### config.mk
export PLATFORM = sky130hd
export DESIGN_NAME = dmem_arbiter
export DESIGN_NICKNAME = d
export VERILOG_FILES = /design/src/rtl/dmem_arbiter_pkg.sv /design/src/rtl/dmem_arb_wdog.sv /design/src/rtl/dmem_arbiter.sv
export SDC_FILE = /design/constraint.sdc
export NUM_CORES = 1
export LEC_CHECK = 0
export BUFFER_PORTS_ARGS = -buffer_cell sky130_fd_sc_hd__buf_2
export CAP_MARGIN = 5
export CORE_MARGIN = 2
export CORE_UTILIZATION = 41
export DETAILED_ROUTE_END_ITERATION = 7
export PLACE_DENSITY = 0.76
export SETUP_SLACK_MARGIN = 0.15
export SYNTH_ARGS = -nofsm -noshare
export SYNTH_HDL_FRONTEND = slang
export SYNTH_SLANG_ARGS = --single-unit
### constraint.sdc
create_clock -name clk -period 1.85 [get_ports clk]
set_clock_uncertainty 0.1 [all_clocks]
set_input_delay 0.37 -clock clk [delete_from_list [all_inputs] [get_ports clk]]
set_output_delay 0.37 -clock clk [all_outputs]
set_load 0.02 [all_outputs]
### src/rtl/dmem_arbiter_pkg.sv
// Shared encodings for the data/instruction memory arbiter: FSM states and common constants.
package dmem_arbiter_pkg;

    typedef enum logic [1:0] {
        ARB_IDLE    = 2'b00,
        ARB_BUSY_DM = 2'b01,
        ARB_BUSY_IF = 2'b10
    } arb_state_t;

    localparam logic        ENABLE   = 1'b1;
    localparam logic        DISABLE  = 1'b0;
    localparam logic [31:0] ZeroWord = 32'h0000_0000;

endpackage

### src/rtl/dmem_arb_wdog.sv
// Busy-cycle watchdog for dmem_arbiter; built only when DMEM_ARB_TIMEOUT_EN is defined.
module dmem_arb_wdog #(
    parameter int TIMEOUT = 15
) (
    input  logic clk,
    input  logic rst,
    input  logic i_clr,
    input  logic i_busy,
    input  logic i_ack,
    output logic o_expire
);

    localparam int CNT_W = $clog2(TIMEOUT + 1);

    logic [CNT_W-1:0] r_cnt;

    always_ff @(posedge clk) begin
        if (rst || i_clr) begin
            r_cnt <= '0;
        end else if (i_busy && !i_ack) begin
            r_cnt <= r_cnt + 1'b1;
        end
    end

    // Fires during the TIMEOUT-th busy cycle without ack; an ack in that cycle wins.
    assign o_expire = i_busy && !i_ack && (r_cnt == CNT_W'(TIMEOUT - 1));

endmodule

### src/rtl/dmem_arbiter.sv
// Fixed-priority (DM over IF) arbiter for one shared memory bus with request/ack handshake.
// Optional busy-state timeout enabled by defining DMEM_ARB_TIMEOUT_EN.
module dmem_arbiter
    import dmem_arbiter_pkg::*;
#(
    parameter int DATA_W  = 32,
    parameter int ADDR_W  = 32,
    parameter int TIMEOUT = 15
) (
    input  logic              clk,
    input  logic              rst,
    input  logic              if_ce,
    input  logic [ADDR_W-1:0] if_addr,
    output logic [DATA_W-1:0] if_rddata,
    output logic              if_ready,
    input  logic              dm_ce,
    input  logic              dm_wrn,
    input  logic [ADDR_W-1:0] dm_addr,
    input  logic [DATA_W-1:0] dm_wrdata,
    output logic [DATA_W-1:0] dm_rddata,
    output logic              dm_ready,
    output logic              bus_ce,
    output logic              bus_wrn,
    output logic [ADDR_W-1:0] bus_addr,
    output logic [DATA_W-1:0] bus_wrdata,
    input  logic [DATA_W-1:0] bus_rddata,
    input  logic              bus_ack,
    output logic              stall_req,
    output logic              bus_err,
    output logic [1:0]        dbg_state
);

    // Handshake: a requester holds x_ce high until the single-cycle x_ready pulse;
    // the memory sees bus_ce held stable until it returns a one-cycle bus_ack.

    arb_state_t        r_state;
    arb_state_t        w_next;
    logic              w_grant_dm;
    logic              w_grant_if;
    logic              w_done;
    logic              w_timeout;
    logic              r_bus_ce;
    logic              r_bus_wrn;
    logic [ADDR_W-1:0] r_bus_addr;
    logic [DATA_W-1:0] r_bus_wrdata;
    logic [DATA_W-1:0] r_if_rddata;
    logic [DATA_W-1:0] r_dm_rddata;
    logic              r_if_ready;
    logic              r_dm_ready;
    logic              w_busy;

    assign w_busy = (r_state == ARB_BUSY_DM) || (r_state == ARB_BUSY_IF);

`ifdef DMEM_ARB_TIMEOUT_EN
    logic r_bus_err;

    dmem_arb_wdog #(
        .TIMEOUT (TIMEOUT)
    ) u_wdog (
        .clk      (clk),
        .rst      (rst),
        .i_clr    (w_grant_dm || w_grant_if),
        .i_busy   (w_busy),
        .i_ack    (bus_ack),
        .o_expire (w_timeout)
    );

    always_ff @(posedge clk) begin
        if (rst) begin
            r_bus_err <= DISABLE;
        end else begin
            r_bus_err <= w_done && !bus_ack;
        end
    end

    assign bus_err = r_bus_err;
`else
    logic w_unused_cfg;

    assign w_timeout    = DISABLE;
    assign bus_err      = DISABLE;
    assign w_unused_cfg = w_busy ^ TIMEOUT[0];
`endif

    always_ff @(posedge clk) begin
        if (rst) begin
            r_state <= ARB_IDLE;
        end else begin
            r_state <= w_next;
        end
    end

    always_comb begin
        w_next     = r_state;
        w_grant_dm = DISABLE;
        w_grant_if = DISABLE;
        w_done     = DISABLE;
        case (r_state)
            ARB_IDLE: begin
                if (dm_ce) begin
                    w_next     = ARB_BUSY_DM;
                    w_grant_dm = ENABLE;
                end else if (if_ce) begin
                    w_next     = ARB_BUSY_IF;
                    w_grant_if = ENABLE;
                end
            end
            ARB_BUSY_DM, ARB_BUSY_IF: begin
                if (bus_ack || w_timeout) begin
                    w_next = ARB_IDLE;
                    w_done = ENABLE;
                end
            end
            default: w_next = ARB_IDLE;
        endcase
    end

    always_ff @(posedge clk) begin
        if (rst) begin
            r_bus_ce     <= DISABLE;
            r_bus_wrn    <= DISABLE;
            r_bus_addr   <= '0;
            r_bus_wrdata <= DATA_W'(ZeroWord);
            r_if_rddata  <= DATA_W'(ZeroWord);
            r_dm_rddata  <= DATA_W'(ZeroWord);
            r_if_ready   <= DISABLE;
            r_dm_ready   <= DISABLE;
        end else begin
            r_if_ready <= DISABLE;
            r_dm_ready <= DISABLE;
            if (w_grant_dm) begin
                r_bus_ce     <= ENABLE;
                r_bus_wrn    <= dm_wrn;
                r_bus_addr   <= dm_addr;
                r_bus_wrdata <= dm_wrn ? dm_wrdata : DATA_W'(ZeroWord);
            end else if (w_grant_if) begin
                r_bus_ce     <= ENABLE;
                r_bus_wrn    <= DISABLE;
                r_bus_addr   <= if_addr;
                r_bus_wrdata <= DATA_W'(ZeroWord);
            end else if (w_done) begin
                r_bus_ce <= DISABLE;
                // Writes and aborted accesses return a zero word.
                if (r_state == ARB_BUSY_DM) begin
                    r_dm_ready  <= ENABLE;
                    r_dm_rddata <= (bus_ack && !r_bus_wrn) ? bus_rddata : DATA_W'(ZeroWord);
                end else begin
                    r_if_ready  <= ENABLE;
                    r_if_rddata <= bus_ack ? bus_rddata : DATA_W'(ZeroWord);
                end
            end
        end
    end

    assign bus_ce     = r_bus_ce;
    assign bus_wrn    = r_bus_wrn;
    assign bus_addr   = r_bus_addr;
    assign bus_wrdata = r_bus_wrdata;
    assign if_rddata  = r_if_rddata;
    assign if_ready   = r_if_ready;
    assign dm_rddata  = r_dm_rddata;
    assign dm_ready   = r_dm_ready;
    assign stall_req  = (if_ce && !r_if_ready) || (dm_ce && !r_dm_ready);
    assign dbg_state  = r_state;

endmodule

Word-level counts from Yosys, hierarchy flattened

Cells that the tools add are included.

Bits in registers: 134
Output and inout bits: 136
Word-level logic and storage cells: 57

Equality and inequality tests: 4
Multiplexer cells: 25
Bitwise logic cells: 4
Reduce and logical (&&, ||, !) cells: 15

Operators with widths:

| operator             | number |
|---|---|
| $mux W32             | 7 |
| $mux W1              | 14 |
| $reduce_and A4 Y1    | 2 |
| $mux W2              | 3 |
| $not A1 Y1           | 4 |
| $pmux W2 S2          | 1 |
| $reduce_or A4 Y1     | 1 |
| $logic_and A1 B1 Y1  | 3 |
| $logic_not A1 Y1     | 3 |
| $ne A3 B3 Y1 const B | 1 |
| $reduce_bool A3 Y1   | 1 |
| $eq A2 B1 Y1 const B | 1 |
| $eq A2 B2 Y1 const B | 1 |
| $logic_not A2 Y1     | 1 |
| $ne A2 B2 Y1 const B | 1 |
| $reduce_and A2 Y1    | 1 |
| $reduce_bool A2 Y1   | 1 |
| $reduce_or A2 Y1     | 1 |
| $logic_or A1 B1 Y1   | 1 |

Longest topological paths before layout

Depth after elaboration: 6
Gate-level depth with buffers: 8
Mapped depth without buffers: 5

Least setup slack after synthesis

No wires, ideal clock.

Kind: flip-flop to flip-flop
From: register r_state[0], in the netlist dbg_state[0]
To: register r_dm_rddata[10], in the netlist dm_rddata[10]
Setup time: 120 ps
Data arrival time: 1807 ps
Data required time: 1630 ps
Setup slack: -177 ps
Cell stages (with the launch flop): 9
Period minus slack after synthesis: 2027 ps
Cell sequence: dfxtp_1 > inv_1 > ha_1 > and2_1 > buf_6 > or3_1 > buf_2 > buf_6 > mux2i_1

Word-level cells in the longest chain between the ends: 4
Elaborated cells on any way between the ends: 10

Ends and longest elaborated chain:

| element                                            | RTL line                                | source |
|---|---|---|
| start, declared                                    | dmem_arbiter.sv:36                      | `arb_state_t r_state;` |
| start signal, assigned                             | dmem_arbiter.sv:89                      | `r_state <= w_next;` |
| $eq A2 B1 Y1 (tied with other cells)               | dmem_arbiter.sv:98, dmem_arbiter.sv:144 |  |
| $reduce_or A2 Y1 / $mux W1 (equally long branches) | dmem_arbiter.sv:98                      | `case (r_state)` |
| $mux W1 / $not A1 Y1 (equally long branches)       | -                                       |  |
| $reduce_and A4 Y1 (no source line) *               | -                                       |  |
| end signal, assigned                               | dmem_arbiter.sv:125                     | `r_dm_rddata <= DATA_W'(ZeroWord);` |
| end signal, assigned                               | dmem_arbiter.sv:146                     | `r_dm_rddata <= (bus_ack && !r_bus_wrn) ? bus_rddata : DATA_W'(ZeroWord);` |
| end, declared                                      | dmem_arbiter.sv:47                      | `logic [DATA_W-1:0] r_dm_rddata;` |

Mark *: on every way between the ends. The rest lies on a longest branch, timed or not.
A chain may end at the register's enable or synchronous reset.

Worst setup path in the final report

From: register r_state[0], in the netlist dbg_state[0]
To: register r_if_rddata[11], in the netlist if_rddata[11]

Word-level cells in the longest chain between the ends: 4
Elaborated cells on any way between the ends: 11

Ends and longest elaborated chain:

| element                                            | RTL line                                | source |
|---|---|---|
| $eq A2 B1 Y1 (tied with other cells)               | dmem_arbiter.sv:98, dmem_arbiter.sv:144 |  |
| $reduce_or A2 Y1 / $mux W1 (equally long branches) | dmem_arbiter.sv:98                      |  |
| $mux W1 / $not A1 Y1 (equally long branches)       | -                                       |  |
| $reduce_and A4 Y1 (no source line) *               | -                                       |  |
| end signal, assigned                               | dmem_arbiter.sv:124                     | `r_if_rddata <= DATA_W'(ZeroWord);` |
| end signal, assigned                               | dmem_arbiter.sv:149                     | `r_if_rddata <= bus_ack ? bus_rddata : DATA_W'(ZeroWord);` |
| end, declared                                      | dmem_arbiter.sv:46                      | `logic [DATA_W-1:0] r_if_rddata;` |

Marked as above.

==> results.toml <==
[floorplan]
floorplan.initialDensity = 0.424
dieHeight_um = 119
dieWidth_um = 119
num_io_pins = 270
coreArea_um2 = 12800
die_area_um2 = 14100
core.rowCount = 41

[final_layout]
postLayoutCellArea_um2 = 8600
finish.utilization = 0.674
nets = 991
synthToLayoutAreaGrowth_pct = 58.9
layout.filler_cells = 999
post_route_cells_drive_above_1_share = 0.479

[route]
route.detailed.drc = 0
via_per_inst = 5.57
route.vias.total = 5788
total_iterations_of_the_first_detailed_routing_run = 5
drt_iter0_drc = 520
routedWlPerCell_um = 18.2
route.final.wire_length_um = 19000
ant_nets = 0

[clock_network]
root_buffer = "clkbuf_16"
ctsLongestPathBuffers = 2
tritoncts_clock_tree = "done"
post_cts_hold_buffer_count = 0
worstSkewPairLatency_ns = 0.41
cts.htree.levels = 4
cts-buffers-inserted = 17
clock_edge_transition_at_the_registers_on_the_reported_setup_and_hold_paths_ns = 0.06
cts.sink_count = 134

[sta]
min_period_over_period = 0.983
finalHoldViolCount = 0
slew_violations = 0
min_period_ns = 1.82
rsz0062_at_grt = "yes"
maxClockFrequency_mhz = 550
setup_viol = 0
timing.setup.tns_ns = 0

[logic_synthesis]
synth_fp_nets = 727
synth.ff_latch_count = 134
yosys_warnings = 0
syn_inst = 590
synth_area_um2 = 5410
synth.top_cells.by_area = "dfxtp_1, nand2_1, mux2i_1"
yosysTopAreaCellShare = 0.496
syn_area_per_cell_um2 = 9.17
synthDominantAreaCellType = "dfxtp_1"
yosysSeqAreaShare = 0.496
synth_cell_type_count = 32

[place]
place_hpwl_um = 11000
numPortBuffers = 268
gpl.final_weighted_congestion = 0.796
dpl_cell_area_um2 = 7030

[critical_path]
worst-path-max-fanout = 16
critical_setup_path_kind = "flip-flop to flip-flop"
crit_required_ns = 2.05
crit_path_start_kind = "flip-flop"
worst_ep_arrival_time_ns = 2.01
timing.critical_path.to_type = "flip-flop"

[pwr]
total_leakage_power_nw = 4.11
switchingPower_mw = 2.45
combinationalPowerShare = 0.224
cellPowerDensity_nw_per_um2 = 975
p_clk_frac = 0.399
sw_frac_of_total = 0.292
power.sequential.fraction = 0.378
power_report.internal_total_mw = 5.94
ir_drop_mv = 0.564

[global_routing]
grt_start_max_net_pins = 58
grt_overflow = 0
grt_use_total = 0.236
antenna_violations_before_repair = 1
grt_pass1_wl_um = 27000
grt_pass1_vias = 5430

[outcome]
outcome = "complete, no violations"

[job]
cap_viol_max_count = 0

[hold_path]
hp-class = "primary input to flip-flop"
-- repair_timing --
item / CTS / global route
setup buffers: 3 / 4
cloned: 3 / 10
endpoints found under the setup margin: 97 / 117
pin swaps: 3 / 27
gates resized for setup: 26 / 69
-- cell usage in the layout (no fill, tap or decap), drive strengths merged, types with 3 or more instances in the layout --
cell type,n
clkbuf,33
buf,306
a311oi,32
inv,5
nand2,163
ha,3
a22o,32
dfxtp,134
o311ai,32
nor3,35
o41ai,31
clkinv,3
mux2i,32
-- per-stage QoR --
step,std cells,hold WS [ns],setup slack (ns),power [mW]
2_1_floorplan,590,0.403,0.101,4.10
3_3_place_gp,987,0.343,0.0335,4.66
3_5_place_dp,987,0.351,-0.00781,4.67
4_1_cts,1025,0.0558,0.0728,8.11
5_1_grt,1040,0.0534,-0.0410,8.71
6_report,1040,0.0693,0.0312,8.39
-- flip-flops by register name (all words and copies together) (netlist names) --
name        cells
dm_ready        1
bus_ce          1
dm_rddata      32
bus_addr       32
dbg_state       2
bus_wrn         1
if_rddata      32
if_ready        1
bus_wrdata     32
-- logic make-up after synthesis --
| family | count (synthesis) | synth area share |
|---|---|---|
| other | 1 | 0.000693 |
| adders and majority gates | 3 | 0.00694 |
| AOI/OAI and AO/OA | 135 | 0.214 |
| DFF | 134 | 0.496 |
| muxes | 32 | 0.0592 |
| and+or+nand+nor | 211 | 0.163 |
| buffers and inverters | 74 | 0.0603 |
-- power by group through the flow --
stage                     Sequential (mW)  Clock, mW  Combinational (mW)
final                                3.17       3.35                1.88
after global routing                 3.19       3.53                2.00
after CTS                            3.15       3.38                1.58
after detailed placement             3.21          0                1.46
after global placement               3.21          0                1.46
after floorplan                      3.41          0               0.683
-- critical path, stage by stage, from the launching register on --
cell and delay, ns:
dfxtp_4 0.37, inv_4 0.05, ha_4 0.27, nand3b_1 0.08
buf_6 0.16, buf_12 0.13, buf_16 0.15, o41ai_4 0.37
-- cell usage after synthesis (all sizes together) --
cell    instances
o22ai           1
nor3           35
nor2b           1
and2            1
and3b           1
a21o            1
nand3b          2
o21ai           2
inv             5
o31ai           1
clkbuf         48
dfxtp         134
o311ai         32
and3            1
buf            21
conb            1
a311oi         32
a21oi           2
or4b            1
or3             2
ha              3
nand3           2
a22o           32
nor3b           2
o41ai          31
mux2i          32
nand2         163
a31oi           1
-- layer usage --
| layer | GRT usage | vias to the layer above | routed length (µm) |
|---|---|---|---|
| met5 | 0 | - | 0 |
| met4 | 0.102 | 0 | 544 |
| met3 | 0.0670 | 44 | 1530 |
| met2 | 0.401 | 306 | 9700 |
| met1 | 0.277 | 2731 | 7200 |
| li1 | - | 2707 | - |
-- path summary, 6_finish.rpt --
check / from / to / slack (ns) / depth (start not counted)
hold / removal: dm_wrdata[0] / bus_wrdata[0]$_SDFFE_PP0P_ / 0.07 / 2
hold reg to reg: dm_rddata[7]$_SDFFE_PP0P_ / dm_rddata[7]$_SDFFE_PP0P_ / 0.36 / 2
setup reg to reg: dbg_state[0]$_SDFFE_PP0P_ / if_rddata[11]$_SDFFE_PP0P_ / 0.03 / 7
setup / recovery: dbg_state[0]$_SDFFE_PP0P_ / if_rddata[11]$_SDFFE_PP0P_ / 0.03 / 7
-- layout make-up --
| cell class | instances | area (µm²) | area share |
|---|---|---|---|
| multi-input combinational | 382 | 2990 | 0.348 |
| tap | 172 | 215 | 0.0250 |
| inverter | 5 | 26.3 | 0.00305 |
| sequential | 134 | 2690 | 0.313 |
| antenna | 1 | 2.50 | 0.000291 |
| clock inverter | 7 | 93.8 | 0.0109 |
| timing repair buffer | 314 | 2090 | 0.243 |
| clock buffer | 25 | 495 | 0.0576 |
Note: power is estimated with default switching activity, not from simulation.
